$ cat config.mk
export PLATFORM = sky130hd
export DESIGN_NAME = shared_reg_arbiter_flat
export DESIGN_NICKNAME = d
export VERILOG_FILES = /design/src/rtl/shared_reg_arbiter_if.sv /design/src/rtl/shared_reg_arbiter.sv /design/src/flat_wrapper.sv
export SDC_FILE = /design/constraint.sdc
export NUM_CORES = 1
export LEC_CHECK = 0
export BUFFER_PORTS_ARGS = -buffer_cell sky130_fd_sc_hd__buf_2
export CELL_PAD_IN_SITES_DETAIL_PLACEMENT = 0
export CELL_PAD_IN_SITES_GLOBAL_PLACEMENT = 1
export CORE_MARGIN = 1.5
export CORE_UTILIZATION = 29
export DETAILED_ROUTE_END_ITERATION = 10
export GPL_ROUTABILITY_DRIVEN = 0
export PLACE_DENSITY_LB_ADDON = 0.1
export SETUP_SLACK_MARGIN = 0.4
export SYNTH_ARGS = -nofsm -noshare
export SYNTH_HDL_FRONTEND = slang
export SYNTH_SLANG_ARGS = --single-unit
export TNS_END_PERCENT = 30
$ cat constraint.sdc
create_clock -name clk -period 1.41 [get_ports clk]
set_input_delay 0.0705 -clock clk [delete_from_list [all_inputs] [get_ports clk]]
set_output_delay 0.0705 -clock clk [all_outputs]
set_load 0.05 [all_outputs]
$ cat src/rtl/shared_reg_arbiter_if.sv
// Bus bundle between control sources and the shared-register arbiter.
// The lock vector exists only when ARB_LOCK_EN is defined.
interface shared_reg_arbiter_if #(
  parameter int N = 8,
  parameter int R = 4
) ();
  logic [R-1:0]   req;
  logic [R*N-1:0] data_in;
`ifdef ARB_LOCK_EN
  logic [R-1:0]   lock;
`endif
  logic           reg_en;
  logic [N-1:0]   reg_d;
  logic [R-1:0]   grant;
  logic [R-1:0]   ack;
  logic           busy;

  modport master (
    output req, data_in,
`ifdef ARB_LOCK_EN
    output lock,
`endif
    input  reg_en, reg_d, grant, ack, busy
  );

  modport slave (
    input  req, data_in,
`ifdef ARB_LOCK_EN
    input  lock,
`endif
    output reg_en, reg_d, grant, ack, busy
  );
endinterface

$ cat src/rtl/shared_reg_arbiter.sv
// Round-robin arbiter and write sequencer for one shared enable-gated register.
// Optional macro ARB_LOCK_EN adds locked back-to-back bursts of up to MAX_LOCK writes.
module shared_reg_arbiter #(
  parameter int N = 8,
  parameter int R = 4
`ifdef ARB_LOCK_EN
  , parameter int MAX_LOCK = 4
`endif
) (
  input  logic                  clk,
  input  logic                  reset,
  shared_reg_arbiter_if.slave   bus
);

  localparam int IW = (R > 1) ? $clog2(R) : 1;

  typedef enum logic [1:0] {IDLE, GRANT, ACK} state_t;

  state_t          state_q, state_d;
  logic [IW-1:0]   rr_ptr_q, rr_ptr_d;
  logic [IW-1:0]   gidx_q, gidx_d;
  logic [R-1:0]    grant_q, grant_d;
  logic [R-1:0]    ack_q, ack_d;
  logic [N-1:0]    reg_d_q, reg_d_d;
  logic            reg_en_q, reg_en_d;
  logic            busy_q, busy_d;
  logic [IW:0]     pick;

`ifdef ARB_LOCK_EN
  localparam int LW = (MAX_LOCK > 1) ? $clog2(MAX_LOCK) : 1;
  logic [LW-1:0]   lock_cnt_q, lock_cnt_d;
  logic            relock;
`endif

  // Returns {found, index} of the first set request at or after ptr, wrapping.
  function automatic logic [IW:0] rr_pick(input logic [R-1:0] rq, input logic [IW-1:0] ptr);
    logic [IW:0] res;
    int          j;
    res = '0;
    for (int k = R - 1; k >= 0; k--) begin
      j = int'(ptr) + k;
      if (j >= R) j = j - R;
      if (rq[j]) res = {1'b1, IW'(j)};
    end
    return res;
  endfunction

  always_comb begin
    pick = rr_pick(bus.req, rr_ptr_q);
  end

`ifdef ARB_LOCK_EN
  always_comb begin
    relock = bus.lock[gidx_q] && bus.req[gidx_q] && (lock_cnt_q < LW'(MAX_LOCK - 1));
  end
`endif

  always_comb begin
    state_d  = state_q;
    rr_ptr_d = rr_ptr_q;
    gidx_d   = gidx_q;
    grant_d  = grant_q;
    reg_d_d  = reg_d_q;
    reg_en_d = 1'b0;
    ack_d    = '0;
`ifdef ARB_LOCK_EN
    lock_cnt_d = lock_cnt_q;
`endif
    unique case (state_q)
      IDLE: begin
        if (pick[IW]) begin
          gidx_d          = pick[IW-1:0];
          grant_d         = '0;
          grant_d[pick[IW-1:0]] = 1'b1;
          reg_d_d         = bus.data_in[pick[IW-1:0]*N +: N];
          reg_en_d        = 1'b1;
          state_d         = GRANT;
        end
      end
      GRANT: begin
        ack_d   = grant_q;
        state_d = ACK;
      end
      ACK: begin
`ifdef ARB_LOCK_EN
        if (relock) begin
          reg_d_d    = bus.data_in[gidx_q*N +: N];
          reg_en_d   = 1'b1;
          lock_cnt_d = lock_cnt_q + 1'b1;
          state_d    = GRANT;
        end else begin
          lock_cnt_d = '0;
`endif
          grant_d  = '0;
          rr_ptr_d = (gidx_q == IW'(R - 1)) ? '0 : gidx_q + 1'b1;
          state_d  = IDLE;
`ifdef ARB_LOCK_EN
        end
`endif
      end
      default: state_d = IDLE;
    endcase
    busy_d = (state_d != IDLE);
  end

  // Every output is registered; reset clears them in the cycle after it is sampled.
  always_ff @(posedge clk) begin
    if (reset) begin
      state_q  <= IDLE;
      rr_ptr_q <= '0;
      gidx_q   <= '0;
      grant_q  <= '0;
      ack_q    <= '0;
      reg_d_q  <= '0;
      reg_en_q <= 1'b0;
      busy_q   <= 1'b0;
`ifdef ARB_LOCK_EN
      lock_cnt_q <= '0;
`endif
    end else begin
      state_q  <= state_d;
      rr_ptr_q <= rr_ptr_d;
      gidx_q   <= gidx_d;
      grant_q  <= grant_d;
      ack_q    <= ack_d;
      reg_d_q  <= reg_d_d;
      reg_en_q <= reg_en_d;
      busy_q   <= busy_d;
`ifdef ARB_LOCK_EN
      lock_cnt_q <= lock_cnt_d;
`endif
    end
  end

  assign bus.reg_en = reg_en_q;
  assign bus.reg_d  = reg_d_q;
  assign bus.grant  = grant_q;
  assign bus.ack    = ack_q;
  assign bus.busy   = busy_q;

endmodule

$ cat src/flat_wrapper.sv
// flat-port wrapper written by rule: the top's interface ports become plain ports
module shared_reg_arbiter_flat 
#(
  parameter int N = 8,
  parameter int R = 4

)
  (clk, reset, bus_req, bus_data_in, bus_reg_en, bus_reg_d, bus_grant, bus_ack, bus_busy);
  shared_reg_arbiter_if #(.N(N), .R(R)) bus_i ();
  input  logic clk;
  input  logic reset;
  input wire logic [$bits(bus_i.req)-1:0] bus_req;
  input wire logic [$bits(bus_i.data_in)-1:0] bus_data_in;
  output wire logic [$bits(bus_i.reg_en)-1:0] bus_reg_en;
  output wire logic [$bits(bus_i.reg_d)-1:0] bus_reg_d;
  output wire logic [$bits(bus_i.grant)-1:0] bus_grant;
  output wire logic [$bits(bus_i.ack)-1:0] bus_ack;
  output wire logic [$bits(bus_i.busy)-1:0] bus_busy;
  assign bus_i.req = bus_req;
  assign bus_i.data_in = bus_data_in;
  assign bus_reg_en = bus_i.reg_en;
  assign bus_reg_d = bus_i.reg_d;
  assign bus_grant = bus_i.grant;
  assign bus_ack = bus_i.ack;
  assign bus_busy = bus_i.busy;
  shared_reg_arbiter #(.N(N), .R(R)) u_core (.clk(clk), .reset(reset), .bus(bus_i));
endmodule
# --- After elaboration in Yosys (flattened, before gate mapping) ---
# Cells that the tools add are included.
totals:
  reg_bits: 24
  inputBits: 38
classes:
  n_addsub: 8
  magnitude_cmp: 10
  eq_ne: 4
  shifts: 1
  mux: 28
  bitwise: 2
  reduce_logical: 8
ops:
  columns: ["op", "n"]
  rows:
  - ["less-than comparator 32 x 4 -> 1 bit (second input constant)", 4]
  - ["two-way mux 32 bit", 4]
  - ["greater-or-equal comparator 32 x 4 -> 1 bit (second input constant)", 3]
  - ["subtractor 32 x 4 -> 32 bit (second input constant)", 3]
  - ["indexed part select 32 x 6 -> 8 bit", 1]
  - ["two-way mux 3 bit", 4]
  - ["two-way mux 1 bit", 10]
  - ["binary-select mux 1 bit (select 2 bit)", 4]
  - ["case mux 4 bit (2 select lines)", 1]
  - ["adder 2 x 2 -> 3 bit (second input constant)", 2]
  - ["equality test 2 bit (second input constant)", 2]
  - ["two-way mux 2 bit", 2]
  - ["two-way mux 4 bit", 1]
  - ["case mux 2 bit (2 select lines)", 1]
  - ["AND reduction 2 bit", 2]
  - ["nonzero test 2 bit", 2]
  - ["OR reduction 2 bit", 2]
  - ["subtractor 2 x 3 -> 4 bit (second input constant)", 1]
  - ["adder 2 x 1 -> 3 bit (second input constant)", 1]
  - ["greater-or-equal comparator 2 x 3 -> 1 bit (second input constant)", 1]
  - ["less-than comparator 2 x 3 -> 1 bit (second input constant)", 1]
  - ["adder 2 x 1 -> 2 bit (second input constant)", 1]
  - ["demux 1 bit (select 2 bit)", 1]
  - ["equality test 2 x 1 -> 1 bit (second input constant)", 1]
  - ["5 further kinds", 6]

# --- Logic depth before layout (Yosys ltp) ---
# Gate-level depths: netlist of the first run.
logic_depth:
  ltp_word: 16
  depth_mapped: 7

# --- Worst setup path before layout of the first run ---
# No wires, ideal clock.
synth_path:
  kind: "reg2reg"
  startpoint: "reg u_core.rr_ptr_q[1]"
  endpoint: "reg u_core.reg_d_q[0], in the netlist u_core.bus.reg_d[0]"
  setup_time_ns: 0.129
  t_arrival_ns: 1.331
  setup_slack_ns: -0.050
  stages_incl_launch_ff: 7
  n_path_buf: 1
  synth_period_minus_slack_ns: 1.460
  path_cell_list: "dfxtp_1 -> a21o_1 -> a21oi_1 -> o22a_1 -> buf_2 -> mux2i_1 -> o221ai_2"
synth_via:
  elab_chain_len: 11
synth_rtl:
  columns: ["item", "line_no", "rtl"]
  rows:
  - ["start, declared", "shared_reg_arbiter.sv:20", "logic [IW-1:0] rr_ptr_q, rr_ptr_d;"]
  - ["start signal, assigned", "shared_reg_arbiter.sv:122", "rr_ptr_q <= rr_ptr_d;"]
  - ["adder 2 x 2 -> 3 bit", "shared_reg_arbiter.sv:41", "j = int'(ptr) + k;"]
  - ["subtractor 32 x 4 -> 32 bit / greater-or-equal comparator 32 x 4 -> 1 bit (equally long branches)", "shared_reg_arbiter.sv:42", "if (j >= R) j = j - R;"]
  - ["two-way mux 32 bit", "shared_reg_arbiter.sv:42", null]
  - ["binary-select mux 1 bit (select 2 bit)", "shared_reg_arbiter.sv:43", "if (rq[j]) res = {1'b1, IW'(j)};"]
  - ["two-way mux 1 bit (implied by the code) (2 in a row)", "shared_reg_arbiter.sv:43", null]
  - ["two-way mux 3 bit (3 in a row)", "shared_reg_arbiter.sv:43", null]
  - ["two-way mux 3 bit (*)", "shared_reg_arbiter.sv:43", null]
  - ["indexed part select 32 x 6 -> 8 bit / AND reduction 2 bit (equally long branches)", null, null]
  - ["end signal, assigned", "shared_reg_arbiter.sv:126", "reg_d_q <= reg_d_d;"]
  - ["end, declared", "shared_reg_arbiter.sv:24", "logic [N-1:0] reg_d_q, reg_d_d;"]
# Mark *: on every way between the ends. The rest lies on a longest branch, timed or not. The select of a mux whose other input is x is not followed.
# A chain may end at the register's enable or synchronous reset.

# --- Worst setup path in the final report of the first run ---
layout_path:
  startpoint: "reg u_core.rr_ptr_q[1]"
  endpoint: "reg u_core.reg_d_q[1], in the netlist u_core.bus.reg_d[1]"
# The elaborated chain is that of the path after synthesis.

==> reports/metrics.csv, run 1 <==
stage,metric,value,unit
sta,maxSlewHeadroom,82.1,%
run_status,outcome,"complete, but fails checks",
sta,finalHoldViolCount,0,
global_routing,met3_usage,3.08,%
setup_path,startpoint_type,flop,
setup_path,rrSetupSlack,-0.05,ns
setup_path,cp.required,1.56,ns
setup_path,critPathMaxFanout,8,
route,postRouteWirelength,2.83,mm
setup_path,worstSetupEndpoint,u_core.bus.reg_d[1]$_SDFFE_PP0P_,
synthesis,synth_top_cell_by_area,dfxtp_1,
global_routing,grt_max_degree,18,
finish,nets,226,
finish,syn2layout_area_growth,58.0,%
route,dr.first_iter.drc_count,27,
sta,setup_viol,8,
sta,whs,0.0887,ns
die,ios,56,
hold_path,min_path_type,in -> reg,
cts,cts_tree,built,
setup_path,critical_path_class,reg -> reg,
sta,period_share,104,%
cts,root_buffer,clkbuf_8,
setup_path,r2r_start,u_core.rr_ptr_q[1]$_SDFFE_PP0P_,
finish,fillers,378,
route,dr_total_vias,1075,
route,first_pass_iters,4,
synthesis,syn_nets,152,
die,core-area,0.00369,mm²
placed_design,hpwlAfterDp,2.09,mm
synthesis,ys_ff_latch,24,
global_routing,grt_overflow,0,
cts,post_cts_buffers,0,
synthesis,synth_area,0.00113,mm²
placed_design,io_buffers,55,
synthesis,yosys-top-cells-area,"dfxtp_1 (43%), mux2i_1 (16%), o221ai_2 (11%)",
global_routing,grt_util_all_layers,14.0,%
placed_design,dpl_cell_area,0.00160,mm²
global_routing,grt_use_met2,24.9,%
finish,stdcell_area,0.00178,mm²
pwr,ir_drop,0.448,mV
die,fp.dieW,65.3,µm
route,ant_nets,0,
setup_path,r2r_cells,6,
synthesis,synth.top_cell.area_share,42.7,%
global_routing,use_met1,16.7,%
sta,fmax,684,MHz
sta,postLayoutSetupSlackWorst,-0.0528,ns
setup_path,crit_path_start,u_core.rr_ptr_q[1]$_SDFFE_PP0P_,
die,start_util,30.5,%
pwr,p_leak,0.824,nW
sta,fin_tns_setup,-0.272,ns
global_routing,grt_pass1_wl,4.71,mm
die,die_height,65.3,µm
sta,worst_clock_skew,0.00147,ns
synthesis,seq_area_frac_synth,42.7,%
cts,clk_latency,0.26,ns
cts,clkTransAtPathRegs,0.08,ns
flow_run,max_cap_viol_count,0,
die,rows,22,
placed_design,placed_cells,229,
setup_path,cp-end-kind,flop,
cts,clk_path_buf_depth,2,
sta,rsz0062_at_grt,yes,
sta,final.min_clock_period,1.46,ns
pwr,total_power,2.00,mW
cts,cts.sinks,24,
finish,n_antenna_cell,0,
synthesis,synthCells,113,
route,wire_per_inst,12.1,µm
synthesis,synth.distinct_cells,27,
cts,cts_max_level,1,
global_routing,top_usage_layer,met2,
sta,tightest_slew,0.266,ns
cts,cts-buffers-inserted,3,
setup_path,worstReg2RegEnd,u_core.bus.reg_d[1]$_SDFFE_PP0P_,
global_routing,grt_pass1_vias,1114,
synthesis,avgSynthCellArea,9.97,µm²
run_status,violations,setup timing,
finish,fin_cells,234,
setup_path,cp.arrival,1.61,ns
synthesis,yosys_warnings,0,
sta,slew_viol_final,0,
finish,drive_gt1_share,60.8,%
route,drc_errors,0,
die,die_area,0.00427,mm²
global_routing,grt_antenna_before_repair,0,
route,vias_per_cell,4.59,
pwr,power_density,1120,mW/mm²
[critical path: stages (launching register included)]
cell and delay [ns]:
dfxtp_2 0.33, a21o_1 0.14, a21oi_1 0.13, o22a_2 0.22, clkbuf_16 0.19, mux2i_2 0.23
o221ai_2 0.11
[what timing repair did]
item	4_1_cts	5_1_grt
gates cloned	0	1
endpoints found under the setup margin	18	22
resized for setup	11	16
pin swaps	4	8
hold endpoints to repair	0	0
hold buffers	0	0
[final cells by class]
cell class                      instances  area, µm²  share of cell area [%]
Multi-Input combinational cell         78        656                    36.8
Sequential cell                        24        485                    27.3
Inverter                                5       18.8                    1.05
Tap cell                               48       60.1                    3.38
Clock buffer                            3       41.3                    2.32
Timing Repair Buffer                   75        488                    27.4
Clock inverter                          1       30.0                    1.69
[per-stage QoR]
stage          worst slack, ns  utilization, %
6_report               -0.0528            48.2
5_1_grt                 -0.136            48.2
4_1_cts                -0.0633            46.4
3_5_place_dp           -0.0836            43.4
3_3_place_gp           -0.0788            43.4
2_1_floorplan           0.0333               -
[flip-flops by register name, indices dropped and copies added, names as in the netlist]
name / count
u_core.bus.reg_d: 8
u_core.gidx_q: 2
u_core.bus.ack: 4
u_core.rr_ptr_q: 2
u_core.bus.grant: 4
u_core.bus.reg_en: 1
u_core.bus.busy: 1
u_core.state_q: 2
[cells in the final DEF (no fill, tap or decap), types with 2 or more instances in the layout]
master	netlist	routed
buf_2	3	55
dfxtp_1	24	20
buf_4	0	14
nand2_1	13	13
mux2i_1	18	10
nor2_1	9	8
mux2i_2	0	8
o221ai_2	8	8
a21oi_1	6	5
o21ai_1	4	4
dfxtp_2	0	4
inv_1	5	3
and2_4	0	3
clkbuf_8	0	3
buf_12	0	3
nand2b_1	2	2
inv_2	0	2
buf_6	2	2
[metal layers]
metal / part of all wire (%) / routed length [µm]
met1: 42 / 1200
met2: 52 / 1460
met3: 5.1 / 145
met4: 0.81 / 23
met5: 0 / 0
[how the worst min path moves through the flow]
stage	depth (start not counted)	endpoint	from	slack (ns)
floorplan	2	u_core.bus.reg_d[0]$_SDFFE_PP0P_	bus_data_in[8]	0.27
global placement	3	u_core.bus.reg_d[0]$_SDFFE_PP0P_	bus_data_in[8]	0.35
detailed placement	3	u_core.bus.reg_d[5]$_SDFFE_PP0P_	bus_data_in[13]	0.37
CTS	3	u_core.bus.reg_d[0]$_SDFFE_PP0P_	bus_data_in[8]	0.08
global route	3	u_core.bus.reg_d[6]$_SDFFE_PP0P_	bus_data_in[14]	0.1
finish	3	u_core.bus.reg_d[0]$_SDFFE_PP0P_	bus_data_in[8]	0.09
[power by group]
group          internal, mW  switching, mW  leakage, nW
clock network         0.379          0.216       0.0357
registers             0.739         0.0301        0.199
logic                 0.266          0.366        0.590
[cells by family (layout without fill, tap and decap cells)]
| logic type | count (synthesis) | in the layout | share of synthesized area, % |
|---|---|---|---|
| AO/OA/AOI/OAI | 23 | 23 | 18.2 |
| adder cells (fa/ha/maj) | 1 | 1 | 1.11 |
| buffers and inverters | 11 | 84 | 5.33 |
| flip-flops | 24 | 24 | 42.7 |
| multiplexers | 18 | 18 | 16.0 |
| AND/OR/NAND/NOR | 36 | 36 | 16.7 |
[synthesized netlist by cell type]
cell      number
nand2_2        1
a21o_1         1
ha_1           1
nand2b_2       1
inv_1          5
buf_6          2
o22ai_1        1
nor2b_1        1
and2_1         4
nor3b_1        1
o221ai_2       8
nor2_1         9
nor2_8         1
or2_1          1
a21oi_1        6
or3_1          1
clkbuf_1       1
o21ai_0        1
nand2_1       13
buf_2          3
nand2b_1       2
a211oi_1       1
nor4_1         1
o21ai_1        4
dfxtp_1       24
mux2i_1       18
o22a_1         1
Power figures use the tool's default switching activity.
==> inputs of run 2 (changes only) <==
--- a/config.mk
+++ b/config.mk
@@ -8,8 +8,9 @@
 export BUFFER_PORTS_ARGS = -buffer_cell sky130_fd_sc_hd__buf_2
 export CELL_PAD_IN_SITES_DETAIL_PLACEMENT = 0
 export CELL_PAD_IN_SITES_GLOBAL_PLACEMENT = 1
-export CORE_MARGIN = 1.5
+export CORE_MARGIN = 5
 export CORE_UTILIZATION = 29
+export CTS_CLUSTER_DIAMETER = 120
 export DETAILED_ROUTE_END_ITERATION = 10
 export GPL_ROUTABILITY_DRIVEN = 0
 export PLACE_DENSITY_LB_ADDON = 0.1
==> reports/metrics.csv, run 2 (synthesis results as in run 1) <==
stage,metric,value,unit
run_status,outcome,"complete, but fails checks",
run_status,violations,setup timing,
sta,fmax,703,MHz
route,drc_errors,0,
sta,maxSlewHeadroom,78.8,%
die,die_area,0.00523,mm²
cts,cts.sinks,24,
sta,setup_viol,7,
setup_path,cp-end-kind,flop,
die,ios,56,
sta,tightest_slew,0.315,ns
setup_path,rrSetupSlack,-0.01,ns
global_routing,grt_overflow,0,
cts,cts-buffers-inserted,3,
placed_design,io_buffers,55,
cts,clk_path_buf_depth,2,
cts,root_buffer,clkbuf_8,
cts,post_cts_buffers,0,
die,core-area,0.00372,mm²
setup_path,cp.required,1.56,ns
route,dr_total_vias,1049,
setup_path,startpoint_type,flop,
finish,fin_util,49.0,%
global_routing,grt_max_degree,21,
sta,whs,0.0927,ns
sta,final.min_clock_period,1.42,ns
route,ant_nets,0,
finish,layout_commonest_cell,buf_2,
sta,rsz0062_at_grt,yes,
finish,n_antenna_cell,0,
finish,fillers,380,
setup_path,critPathMaxFanout,10,
setup_path,critical_path_class,reg -> reg,
finish,syn2layout_area_growth,61.6,%
hold_path,min_path_type,in -> reg,
flow_run,max_cap_viol_count,0,
placed_design,hpwlAfterDp,2.22,mm
cts,clk_latency,0.26,ns
setup_path,worst_path_max_delay_cell,dfxtp_2,
route,dr.first_iter.drc_count,12,
finish,stdcell_area,0.00182,mm²
route,wire_per_inst,12.4,µm
route,vias_per_cell,4.48,
placed_design,dpl_cell_area,0.00160,mm²
die,start_util,30.3,%
global_routing,grt_antenna_before_repair,0,
sta,period_share,101,%
die,fp.dieW,72.3,µm
sta,finalHoldViolCount,0,
cts,clkTransAtPathRegs,0.08,ns
cts,cts_tree,built,
sta,fin_tns_setup,-0.0521,ns
pwr,p_leak,0.845,nW
setup_path,cpPeakStageDelay,0.32,ns
route,first_pass_iters,4,
global_routing,grt_pass1_wl,4.57,mm
sta,worst_clock_skew,0.00269,ns
setup_path,cp.arrival,1.57,ns
finish,largest_reg_flops,8,
pwr,ir_drop,0.390,mV
global_routing,grt_util_all_layers,10.9,%
pwr,power_density,1100,mW/mm²
finish,drive_gt1_share,60.8,%
cts,cts_max_level,1,
finish,multi_input_area,681,µm²
route,postRouteWirelength,2.91,mm
finish,final_cell_mix,"buf_2 (55), dfxtp_1 (20), mux2i_1 (15)",
global_routing,grt_pass1_vias,1030,
sta,slew_viol_final,0,
finish,nets,226,
setup_path,crit_chain,a21o_1 -> a21oi_1 -> o22a_4 -> clkbuf_16 -> mux2i_1 -> o221ai_2,
die,die_height,72.3,µm
placed_design,dpl_worst_slack,-0.106,ns
finish,regArea,485,µm²
sta,postLayoutSetupSlackWorst,-0.0125,ns
die,rows,22,
-- run 2: cell counts in the layout (fill, tap and decap cells not counted) --
No cell type changed its count.
-- run 2: final cells by class --
cell class                      count  area share, %
Clock buffer                        3           2.27
Clock inverter                      1           1.65
Inverter                            5           1.03
Multi-Input combinational cell     78           37.4
Sequential cell                    24           26.7
Tap cell                           48           3.30
Timing Repair Buffer               75           27.6
-- run 2: path summary, 6_finish.rpt --
check                                    from                          endpoint  depth (start not counted)
min                           bus_data_in[14]  u_core.bus.reg_d[6]$_SDFFE_PP0P_                          3
min reg2reg  u_core.bus.grant[1]$_SDFFE_PP0P_  u_core.bus.grant[1]$_SDFFE_PP0P_                          2
max reg2reg   u_core.rr_ptr_q[1]$_SDFFE_PP0P_  u_core.bus.reg_d[7]$_SDFFE_PP0P_                          6
max           u_core.rr_ptr_q[1]$_SDFFE_PP0P_  u_core.bus.reg_d[7]$_SDFFE_PP0P_                          6
-- run 2: layer usage --
layer	up-vias	track usage (%)	part of all wire, %
met5	-	0	0
met4	0	3.13	0.65
met3	2	3.60	6.1
met2	29	18.5	48
met1	472	13.2	45
li1	546	-	-
-- run 2: where the power goes --
group	leakage, nW	internal [mW]	total (mW)	switching (mW)
Combinational	0.611	0.274	0.646	0.372
Clock	0.0357	0.379	0.591	0.212
Sequential	0.199	0.739	0.771	0.0318
-- run 2: worst max-delay path, delay by kind of cell (launching register included) --
family          cells  cell delay [ns]
compound gates      4             0.60
flops               1             0.32
buf+inv             1             0.16
mux                 1             0.22
-- run 2: per-stage QoR --
stage	instances	power, mW
2_1_floorplan	113	1.17
3_3_place_gp	229	1.36
3_5_place_dp	229	1.36
4_1_cts	233	1.99
5_1_grt	234	2.10
6_report	234	2.01
-- run 2: timing repair --
action,CTS,global route
gates resized for setup,13,21
endpoints found under the hold margin,0,0
setup endpoints to repair,17,22
pin swaps,9,8
hold buffers,0,0
cloned,0,1
